### src/rtl/sprite_rom_arbiter.sv
// Round-robin arbiter sharing one single-port sprite ROM among NUM_REQ pixel requesters.
// Optional build macro DISPLAY_PRIORITY_EN gives requester 0 fixed absolute priority.
module sprite_rom_arbiter #(
    parameter int NUM_REQ = 4,
    parameter int ADDR_W  = 10,
    parameter int DATA_W  = 4,
    parameter int ID_W    = 2
) (
    input  logic                      vga_clk,
    input  logic                      reset_n,
    input  logic [NUM_REQ-1:0]        req,
    input  logic [NUM_REQ*ADDR_W-1:0] req_addr,
    output logic [NUM_REQ-1:0]        gnt,
    output logic [ADDR_W-1:0]         rom_address,
    input  logic [DATA_W-1:0]         rom_q,
    output logic                      rsp_valid,
    output logic [ID_W-1:0]           rsp_id,
    output logic [DATA_W-1:0]         rsp_data,
    output logic                      busy
);

`ifdef DISPLAY_PRIORITY_EN
    localparam logic [ID_W-1:0] RR_RESET = ID_W'(1);
    localparam logic [ID_W-1:0] RR_WRAP  = ID_W'(1);
`else
    localparam logic [ID_W-1:0] RR_RESET = '0;
    localparam logic [ID_W-1:0] RR_WRAP  = '0;
`endif
    localparam logic [ID_W-1:0] LAST_ID = ID_W'(NUM_REQ - 1);

    logic [ID_W-1:0]   rr_q, rr_d;
    logic [ADDR_W-1:0] rom_address_q, rom_address_d;
    logic              p1_valid_q, p1_valid_d;
    logic [ID_W-1:0]   p1_id_q, p1_id_d;
    logic              p2_valid_q, p2_valid_d;
    logic [ID_W-1:0]   p2_id_q, p2_id_d;

    logic              grant_valid;
    logic [ID_W-1:0]   grant_id;
    logic [ID_W-1:0]   scan_id;

    // Scan upward from rr_q with explicit wrap so non-power-of-2 NUM_REQ never visits a phantom slot.
    always_comb begin
        gnt         = '0;
        grant_valid = 1'b0;
        grant_id    = '0;
        scan_id     = rr_q;
        if (reset_n) begin
`ifdef DISPLAY_PRIORITY_EN
            if (req[0]) begin
                grant_valid = 1'b1;
                grant_id    = '0;
            end else begin
                for (int k = 0; k < NUM_REQ - 1; k++) begin
                    if (!grant_valid && req[scan_id]) begin
                        grant_valid = 1'b1;
                        grant_id    = scan_id;
                    end
                    scan_id = (scan_id == LAST_ID) ? RR_WRAP : scan_id + ID_W'(1);
                end
            end
`else
            for (int k = 0; k < NUM_REQ; k++) begin
                if (!grant_valid && req[scan_id]) begin
                    grant_valid = 1'b1;
                    grant_id    = scan_id;
                end
                scan_id = (scan_id == LAST_ID) ? RR_WRAP : scan_id + ID_W'(1);
            end
`endif
            if (grant_valid) begin
                gnt[grant_id] = 1'b1;
            end
        end
    end

    always_comb begin
        rr_d          = rr_q;
        rom_address_d = rom_address_q;
        p1_valid_d    = grant_valid;
        p1_id_d       = p1_id_q;
        p2_valid_d    = p1_valid_q;
        p2_id_d       = p1_id_q;
        if (grant_valid) begin
            rom_address_d = req_addr[int'(grant_id)*ADDR_W +: ADDR_W];
            p1_id_d       = grant_id;
`ifdef DISPLAY_PRIORITY_EN
            // The display path never moves the pointer, so it stays within 1..NUM_REQ-1.
            if (grant_id != '0) begin
                rr_d = (grant_id == LAST_ID) ? RR_WRAP : grant_id + ID_W'(1);
            end
`else
            rr_d = (grant_id == LAST_ID) ? RR_WRAP : grant_id + ID_W'(1);
`endif
        end
    end

    always_ff @(posedge vga_clk) begin
        if (!reset_n) begin
            rr_q          <= RR_RESET;
            rom_address_q <= '0;
            p1_valid_q    <= 1'b0;
            p1_id_q       <= '0;
            p2_valid_q    <= 1'b0;
            p2_id_q       <= '0;
        end else begin
            rr_q          <= rr_d;
            rom_address_q <= rom_address_d;
            p1_valid_q    <= p1_valid_d;
            p1_id_q       <= p1_id_d;
            p2_valid_q    <= p2_valid_d;
            p2_id_q       <= p2_id_d;
        end
    end

    assign rom_address = rom_address_q;
    assign rsp_valid   = p2_valid_q;
    assign rsp_id      = p2_id_q;
    assign rsp_data    = p2_valid_q ? rom_q : '0;
    assign busy        = p1_valid_q | p2_valid_q;

endmodule

### config.mk
export PLATFORM = sky130hd
export DESIGN_NAME = sprite_rom_arbiter
export DESIGN_NICKNAME = d
export VERILOG_FILES = /design/src/rtl/sprite_rom_arbiter.sv
export SDC_FILE = /design/constraint.sdc
export NUM_CORES = 1
export LEC_CHECK = 0
export CORE_MARGIN = 10
export CORE_UTILIZATION = 37
export DETAILED_ROUTE_END_ITERATION = 10
export PLACE_DENSITY = 0.85
export SLEW_MARGIN = 20
export SYNTH_ARGS = -nofsm -noshare
export SYNTH_HDL_FRONTEND = slang
export SYNTH_SLANG_ARGS = --single-unit
### constraint.sdc
create_clock -name vga_clk -period 8.1 [get_ports vga_clk]
set_input_delay 1.62 -clock vga_clk [delete_from_list [all_inputs] [get_ports vga_clk]]
set_output_delay 1.62 -clock vga_clk [all_outputs]
set_load 0.01 [all_outputs]
==> results of run 1 <==
-- final cells by class --
| cell class | count | area, um^2 |
|---|---|---|
| well taps | 48 | 60.1 |
| repair buffers | 72 | 718 |
| inverters | 6 | 22.5 |
| flip-flops and latches | 18 | 360 |
| multi-input cells | 122 | 937 |
| clock buffers | 4 | 55.1 |
| fillers | 330 | 1510 |
-- power groups by stage --
| stage | sequential, mW | combinational [mW] | clock, mW |
|---|---|---|---|
| floorplan | 0.158 | 0.412 | 0 |
| global placement | 0.166 | 0.557 | 0 |
| detailed placement | 0.167 | 0.564 | 0 |
| CTS | 0.166 | 0.566 | 0.0743 |
| global route | 0.173 | 0.619 | 0.0777 |
| finish | 0.166 | 0.565 | 0.0739 |
-- final timing paths --
| check | from | end | slack [ns] | depth (start not counted) |
|---|---|---|---|---|
| max | req[2] | gnt[1] | 2.06 | 8 |
| min | p1_id_q[1]$_SDFFE_PN0P_ | rsp_id[1]$_SDFF_PN0_ | 0.46 | 1 |
| min reg2reg | p1_id_q[1]$_SDFFE_PN0P_ | rsp_id[1]$_SDFF_PN0_ | 0.46 | 1 |
| max reg2reg | rr_q[0]$_SDFFE_PN0P_ | rom_address[7]$_SDFFE_PN0P_ | 4.79 | 7 |
-- sequential cells by signal (all words and copies together) (netlist names) --
signal       cells
p1_id_q          2
p1_valid_q       1
rom_address     10
rr_q             2
rsp_id           2
rsp_valid        1
-- per-layer routing --
| layer | share of wire [%] | wire [um] |
|---|---|---|
| met1 | 42 | 1920 |
| met2 | 49 | 2240 |
| met3 | 8.4 | 384 |
| met4 | 0.50 | 23 |
| met5 | 0 | 0 |
-- cell usage after synthesis (all sizes together) --
library cell / instances
mux4: 1
clkbuf: 8
o22ai: 2
or3b: 2
nand2b: 2
ha: 1
or2: 1
o311ai: 1
mux2: 4
o211ai: 15
nand3: 4
o21ai: 3
nor3: 1
nor2: 11
o21a: 1
a311oi: 1
or2b: 1
a221oi: 19
buf: 7
o32a: 1
a31oi: 1
or4: 1
a21boi: 1
and2: 7
xor2: 1
a211oi: 1
o211a: 2
a2bb2oi: 1
dfxtp: 18
a21o: 2
a21oi: 6
o221a: 1
nand3b: 3
nor2b: 3
o311a: 1
mux2i: 12
inv: 6
nand2: 8
-- metrics by stage --
step / util (%) / hold WS (ns)
floorplan: - / 0.426
global placement: 57.3 / 0.440
detailed placement: 57.3 / 0.445
CTS: 58.8 / 0.461
global route: 58.8 / 0.477
finish: 58.8 / 0.462
-- worst max-delay path: cells and delay by family --
| family | cells | cell delay [ns] |
|---|---|---|
| buf+inv | 2 | 1.21 |
| compound gates | 2 | 0.91 |
| simple gates | 3 | 0.40 |
| mux | 1 | 0.28 |
-- kinds of logic after synthesis --
| family | Yosys count | synth area share [%] |
|---|---|---|
| AO/OA/AOI/OAI | 59 | 34.9 |
| XOR/XNOR | 1 | 0.628 |
| adder cells (fa/ha/maj) | 1 | 0.898 |
| buffers and inverters | 21 | 7.09 |
| flip-flops | 18 | 25.9 |
| multiplexers | 17 | 13.7 |
| AND/OR/NAND/NOR | 44 | 16.9 |
==> flow_metrics.tcl, run 1 <==
set metrics [dict create \
    synth_top_cells_by_area "dfxtp_1 26%, a221oi_1 12%, mux2i_1 8.6%, o211ai_1 8.1%, mux2_2 3.2%" \
    routedWlPerCell_um 16.9 \
    fp.dieW_um 81.4 \
    layoutNonFillerInstCount 270 \
    syn_inst 161 \
    clk_pin_slew_ns 0.07 \
    final_cell_mix "71 x clkdlybuf4s50_1, 19 x a221oi_1, 18 x dfxtp_1" \
    synth.avg_cell_area_um2 8.66 \
    finClkSkew_ns 0.00282 \
    antenna_found_initial 0 \
    power_switching_mw 0.369 \
    synth-seq-cells 18 \
    rows 22 \
    die_h_um 81.4 \
    grt_pass1_wl_um 7070 \
    fin_nets 274 \
    fin_ws_ns 2.06 \
    grt_setup_unrepaired "no" \
    crit_path_max_incr_delay_ns 0.66 \
    cts_tree "done" \
    core-area_um2 3660 \
    grt-busiest-layer "met2" \
    yosysSeqAreaShare_pct 25.9 \
    hold_path.class "reg -> reg" \
    drc 0 \
    cts_hold_buf 0 \
    worst_pin_slew_ns 0.646 \
    tns_ns 0 \
    yosysTopAreaCell "dfxtp_1" \
    synth_area_um2 1390 \
    setup_viol_count_final 0 \
    critPathRequiredTime_ns 6.48 \
    start_kind "input pin" \
    grt_usage_pct 12.9 \
    post_cts_buffers 0 \
    ant_nets 0 \
    cp_max_fo 11 \
    place_ws_ns 2.07 \
    status "complete, no violations" \
    ctsResizeCount 0 \
    leakagePower_nw 0.828 \
    insertion_delay_ns 0.25 \
    place.gp.congestion 0.809 \
    p_int_mw 0.436 \
    switching_share_pct 45.8 \
    comb_power_share_pct 70.2 \
    ctsRootBufferMaster "clkbuf_8" \
    cap_violations 0 \
    dp_hpwl_um 3530 \
    post-place-cells 266 \
    wirelength_um 4570 \
    layout_commonest_cell "clkdlybuf4s50_1" \
    slew-limit-headroom_pct 56.9 \
    grt_util_met2_pct 21.8 \
    clock-sinks 18 \
    synth.distinct_cells 42 \
    p_seq_share_pct 20.7 \
    arrival_ns 4.42 \
    yosys_warnings 0 \
    drtIter0Drc 48 \
    gr-total-overflow 0 \
    drv_slew 0 \
    dpl_cell_area_um2 2100 \
    syn_nets 212 \
    start_util_pct 38.1 \
    period_minus_slack_ns 6.04 \
    crit_path_end_kind "output pin" \
    grt_max_degree 21 \
    use_met1_pct 15.6 \
    dieArea_um2 6620 \
    ctsHtreeMaxLevel 1 \
    finalCritPeriodShare_pct 74.6 \
    power.share.clock_pct 9.2 \
    path_class "in -> out" \
    dr_total_vias 1539 \
    grt_pass1_vias 1508 \
    fmax_mhz 166 \
    use_met3_pct 4.42 \
    netlist.area_leader.share_pct 25.9 \
    clockBufferDepth 2 \
    finish.instance_area_um2 2150 \
    slowest_stage "clkdlybuf4s50_1" \
    cellPowerDensity_nw_per_um2 374 \
    io_pins 72 \
    path_cells "clkdlybuf4s50_1 -> nor2b_1 -> mux2_2 -> o311ai_0 -> nor2_1 -> o22ai_1 -> nor2b_1 -> clkdlybuf4s50_1" \
    drt-pass1-iter-count 4 \
    drive_gt1_share_pct 7.66 \
    area_delta_synth_final_pct 54.5 \
    vdd_drop_max_v 0.000179 \
    diodes 0 \
    hold_violations 0 \
    vias_per_cell 5.70 \
    power_mw 0.805 \
    port_buffers 71 \
    cts_buffers 3 \
]
(Power assumes the default switching activity.)
==> run 2, diff against run 1 <==
==> constraint.sdc (replaced) <==
create_clock -name vga_clk -period 5.6 [get_ports vga_clk]
set_input_delay 1.12 -clock vga_clk [delete_from_list [all_inputs] [get_ports vga_clk]]
set_output_delay 1.12 -clock vga_clk [all_outputs]
set_load 0.01 [all_outputs]
==> run 2 against run 1 <==
  * Clock skew is 0.00072 ns higher
  * Critical path depth did not move
  * Die area stayed put
  * Sequential share of layout area unchanged
  * Global-route usage barely moved
  * Core utilization stayed put
  * Sequential cell count unchanged
  * Final cell count unchanged
  * Worst setup slack got worse by 1.5 ns
  * Non-clock buffer count unchanged
  * Cell area did not move
  * Highest routed layer unchanged
==> flow_metrics.tcl, run 2 (synthesis results as in run 1) <==
set metrics [dict create \
    status "complete, no violations" \
    slew-limit-headroom_pct 58.5 \
    drtIter0Drc 73 \
    start_kind "input pin" \
    fmax_mhz 198 \
    power_mw 1.16 \
    hold_ws_ns 0.456 \
    area_delta_synth_final_pct 54.5 \
    post-place-cells 266 \
    leakagePower_nw 0.828 \
    io_pins 72 \
    largest_reg_flops 10 \
    cp_max_fo 11 \
    antenna_found_initial 0 \
    vdd_drop_max_v 0.000293 \
    period_minus_slack_ns 5.06 \
    vias_per_cell 5.77 \
    setup_viol_count_final 0 \
    critPathRequiredTime_ns 4.48 \
    layout_commonest_cell "clkdlybuf4s50_1" \
    port_buffers 71 \
    tns_ns 0 \
    place.gp.congestion 0.853 \
    grt_pass1_vias 1444 \
    cts_hold_buf 0 \
    drv_slew 0 \
    ant_nets 0 \
    path_class "in -> out" \
    ctsHtreeMaxLevel 1 \
    fin_util_pct 58.8 \
    finClkSkew_ns 0.00354 \
    clockBufferDepth 2 \
    gr-total-overflow 0 \
    insertion_delay_ns 0.25 \
    hold_violations 0 \
    grt_setup_unrepaired "no" \
    crit_path_end_kind "output pin" \
    post_cts_buffers 0 \
    cap_violations 0 \
    dp_hpwl_um 3640 \
    rows 22 \
    layoutNonFillerInstCount 270 \
    routedWlPerCell_um 17.0 \
    wirelength_um 4600 \
    cellPowerDensity_nw_per_um2 541 \
    rr_worst_depth 7 \
    fin_nets 274 \
    cts_buffers 3 \
    clock-sinks 18 \
    cts_tree "done" \
    hold_path_depth 1 \
    finalCritPeriodShare_pct 90.3 \
    grt_usage_pct 12.9 \
    grt_pass1_wl_um 7000 \
    grt_max_degree 21 \
    ctsRootBufferMaster "clkbuf_8" \
    drc 0 \
    clk_pin_slew_ns 0.07 \
    diodes 0 \
    final_cell_mix "71 x clkdlybuf4s50_1, 19 x a221oi_1, 18 x dfxtp_1" \
    drt-pass1-iter-count 5 \
    drive_gt1_share_pct 7.66 \
    arrival_ns 3.94 \
    ctsResizeCount 0 \
    dr_total_vias 1557 \
    start_util_pct 38.1 \
    hold_path.class "reg -> reg" \
    fp.dieW_um 81.4 \
    dieArea_um2 6620 \
    core-area_um2 3660 \
    worst_pin_slew_ns 0.621 \
    die_h_um 81.4 \
]
## run 2: worst max-delay path, stage by stage
cell and delay (ns):
clkdlybuf4s50_1 0.67, nor2b_1 0.08, mux2_2 0.28, o311ai_0 0.51, nor2_1 0.13, o22ai_1 0.39
nor2b_1 0.20, clkdlybuf4s50_1 0.55
## run 2: power by group
| group | switching [mW] | internal [mW] |
|---|---|---|
| clock | 0.0463 | 0.0625 |
| sequential | 0.0584 | 0.182 |
| combinational | 0.430 | 0.386 |
| total | 0.534 | 0.631 |
## run 2: metal layers
metal	GRT usage, %	routed length, um	vias up
met5	0	0	-
met4	1.56	29	0
met3	4.53	395	8
met2	21.3	2240	60
met1	16.3	1930	733
li1	-	-	756
## run 2: layout make-up
class	instances	area (um^2)
Clock buffer	4	55.1
Fill cell	334	1510
Inverter	6	22.5
Multi-Input combinational cell	122	937
Sequential cell	18	360
Tap cell	48	60.1
Timing Repair Buffer	72	718
## run 2: worst paths after layout
check                               start                          end  slack [ns]
hold / removal    p1_id_q[1]$_SDFFE_PN0P_         rsp_id[1]$_SDFF_PN0_        0.46
setup reg to reg     rr_q[0]$_SDFFE_PN0P_  rom_address[4]$_SDFFE_PN0P_        2.31
hold reg to reg   p1_id_q[1]$_SDFFE_PN0P_         rsp_id[1]$_SDFF_PN0_        0.46
setup / recovery                   req[2]                       gnt[1]        0.54
## run 2: metrics by stage
stage,setup WS [ns],cell area [um^2]
finish,0.541,2150
global route,0.297,2150
CTS,0.551,2150
detailed placement,0.538,2100
global placement,0.613,2100
floorplan,1.77,1390
==> run 3, diff against run 2 <==
--- a/config.mk
+++ b/config.mk
@@ -5,10 +5,11 @@
 export SDC_FILE = /design/constraint.sdc
 export NUM_CORES = 1
 export LEC_CHECK = 0
+export ABC_AREA = 1
 export CORE_MARGIN = 10
 export CORE_UTILIZATION = 37
 export DETAILED_ROUTE_END_ITERATION = 10
-export PLACE_DENSITY = 0.85
+export PLACE_DENSITY = 0.81
 export SLEW_MARGIN = 20
 export SYNTH_ARGS = -nofsm -noshare
 export SYNTH_HDL_FRONTEND = slang
==> run 3 against run 2 <==
  * Synthesized area increased by 16%
  * Combinational power up 12%
  * First-iteration DRC count is 71% higher
  * Synthesized cell count up 68%
  * Sequential power fell by 5%
  * Non-clock buffer count is 2 higher
  * Total power increased by 7.2%
  * Sequential share of layout area shrank 1.7 points
  * Clock power is essentially flat
  * Wire length up 5.1%
  * Largest power group unchanged
  * Clock-buffer cell count did not move
==> flow_metrics.tcl, run 3 <==
set metrics [dict create \
    start_util_pct 37.8 \
    cts_tree "done" \
    start_kind "input pin" \
    routedWlPerCell_um 12.5 \
    cellPowerDensity_nw_per_um2 522 \
    vdd_drop_max_v 0.000313 \
    m1WireLength_um 1990 \
    reg2reg_from "rr_q[0]$_SDFFE_PN0P_" \
    wl_met2_um 2340 \
    fin_util_pct 55.7 \
    comb_power_share_pct 73.3 \
    clock-sinks 18 \
    io_pins 72 \
    period_minus_slack_ns 4.69 \
    cap_violations 0 \
    hold_violations 0 \
    worst_pin_slew_ns 0.466 \
    place.gp.congestion 0.839 \
    vias_per_cell 4.66 \
    final_cell_mix "71 x clkdlybuf4s50_1, 69 x inv_1, 69 x nand2_1" \
    largest_reg_flops 10 \
    grt_pass1_wl_um 7940 \
    finalCritPeriodShare_pct 83.7 \
    power.share.clock_pct 8.6 \
    rows 24 \
    slew-limit-headroom_pct 68.9 \
    highest_layer "met4" \
    syn_nets 322 \
    async_flop_share_pct 0 \
    setup_viol_count_final 0 \
    synth-seq-cells 18 \
    die_h_um 86.2 \
    crit_path_end_kind "output pin" \
    leakagePower_nw 1.32 \
    synth.avg_cell_area_um2 5.99 \
    core-area_um2 4290 \
    dp_hpwl_um 3870 \
    fmax_mhz 213 \
    synth_top_cells_by_area "dfxtp_1 22%, inv_1 16%, nand2_1 16%, nand3_1 8.9%, nand3_2 8.0%" \
    grt_max_degree 24 \
    syn_inst 271 \
    tns_ns 0 \
    drive_gt1_share_pct 11.0 \
    status "complete, no violations" \
    ctsResizeCount 0 \
    synth_edf_count 0 \
    insertion_delay_ns 0.26 \
    cts_buffers 3 \
    arrival_ns 3.57 \
    yosys_warnings 0 \
    ctsHtreeMaxLevel 1 \
    crit_start "req[3]" \
    antenna_found_initial 0 \
    power_switching_mw 0.632 \
    yosysSeqAreaShare_pct 22.2 \
    finClkSkew_ns 0.00768 \
    hold_path.class "reg -> reg" \
    p_seq_share_pct 18.2 \
    drt-pass1-iter-count 4 \
    yosysTopAreaCell "dfxtp_1" \
    cp_max_fo 12 \
    drtIter0Drc 125 \
    wl_met3_um 436 \
    dieArea_um2 7430 \
    drv_slew 0 \
    synth.distinct_cells 25 \
    drc 0 \
    port_buffers 71 \
    diodes 0 \
    fin_nets 387 \
    gr-total-overflow 0 \
    synth_area_um2 1620 \
    layout_commonest_cell "clkdlybuf4s50_1" \
    wirelength_um 4840 \
    post_cts_buffers 0 \
    cts_hold_buf 0 \
    synth_common_cells "69 x inv_1, 69 x nand2_1, 29 x nand3_1" \
    grt_pass1_vias 1739 \
    p_int_mw 0.616 \
    clockBufferDepth 2 \
    switching_share_pct 50.6 \
    synth_ff_type "dfxtp_1" \
    area_delta_synth_final_pct 47.3 \
    hp-start "p1_id_q[0]$_SDFFE_PN0P_" \
    ant_nets 0 \
    path_class "in -> out" \
    grt_usage_pct 12.7 \
    dr_total_vias 1802 \
    grt_setup_unrepaired "no" \
    ctsRootBufferMaster "clkbuf_8" \
    fp.dieW_um 86.2 \
    critPathRequiredTime_ns 4.48 \
    clk_pin_slew_ns 0.06 \
    netlist.area_leader.share_pct 22.2 \
]
[run 3: changes by cell type after synthesis, sizes merged, moves of 7 or more]
cell / delta
nand4: +10
and2: -7
nand3b: +8
nand2: +72
o211ai: -14
mux2i: -12
a221oi: -19
inv: +65
o21ai: +10
nand3: +38
[run 3: worst paths after layout]
| check | slack [ns] | cells past startpoint | to |
|---|---|---|---|
| max | 0.91 | 14 | gnt[2] |
| min | 0.43 | 2 | rsp_id[0]$_SDFF_PN0_ |
| max reg2reg | 2.90 | 15 | rom_address[6]$_SDFFE_PN0P_ |
| min reg2reg | 0.43 | 2 | rsp_id[0]$_SDFF_PN0_ |
[run 3: per-layer routing]
metal  vias to the layer above  GRT usage, %
li1                        951             -
met1                       793          13.8
met2                        51          22.0
met3                         7          5.82
met4                         0          3.09
met5                         -             0
[run 3: critical path, stage by stage]
cell and delay (ns):
clkdlybuf4s50_1 0.54, inv_1 0.06, nand2_1 0.07, nand3_2 0.10, nand2_2 0.12, nor2_4 0.06
nand3_2 0.09, clkinv_2 0.07, nand2_1 0.07, nand2_2 0.09, nor2_4 0.27, inv_2 0.21
a21oi_1 0.16, clkdlybuf4s50_1 0.56
[run 3: kinds of logic after synthesis]
logic type / count (synthesis) / share of synthesized area (%)
adders and majority gates: 1 / 0.771
buffers and inverters: 86 / 22.5
AOI/OAI and AO/OA: 15 / 4.78
DFF: 18 / 22.2
and+or+nand+nor: 151 / 49.7
[run 3: layout make-up]
| cell class | instances | area [um^2] |
|---|---|---|
| Inverter | 72 | 279 |
| Sequential cell | 18 | 360 |
| Clock buffer | 4 | 55.1 |
| Fill cell | 427 | 1900 |
| Timing Repair Buffer | 74 | 733 |
| Tap cell | 52 | 65.1 |
| Multi-Input combinational cell | 167 | 897 |
[run 3: metrics by stage]
step	setup slack, ns	std cells	total power, mW	hold WS (ns)	instance area [um^2]
6_report	0.914	387	1.25	0.434	2390
5_1_grt	0.653	387	1.38	0.446	2390
4_1_cts	0.911	387	1.26	0.437	2390
3_5_place_dp	0.916	383	1.15	0.426	2330
3_3_place_gp	0.949	383	1.12	0.415	2330
2_1_floorplan	2.21	271	0.880	0.400	1620
[run 3: power groups by stage]
stage	clock [mW]	sequential, mW	combinational, mW
after floorplan	0	0.234	0.647
after global placement	0	0.225	0.897
after detailed placement	0	0.229	0.916
after CTS	0.109	0.227	0.920
after global routing	0.113	0.235	1.03
final	0.107	0.227	0.915
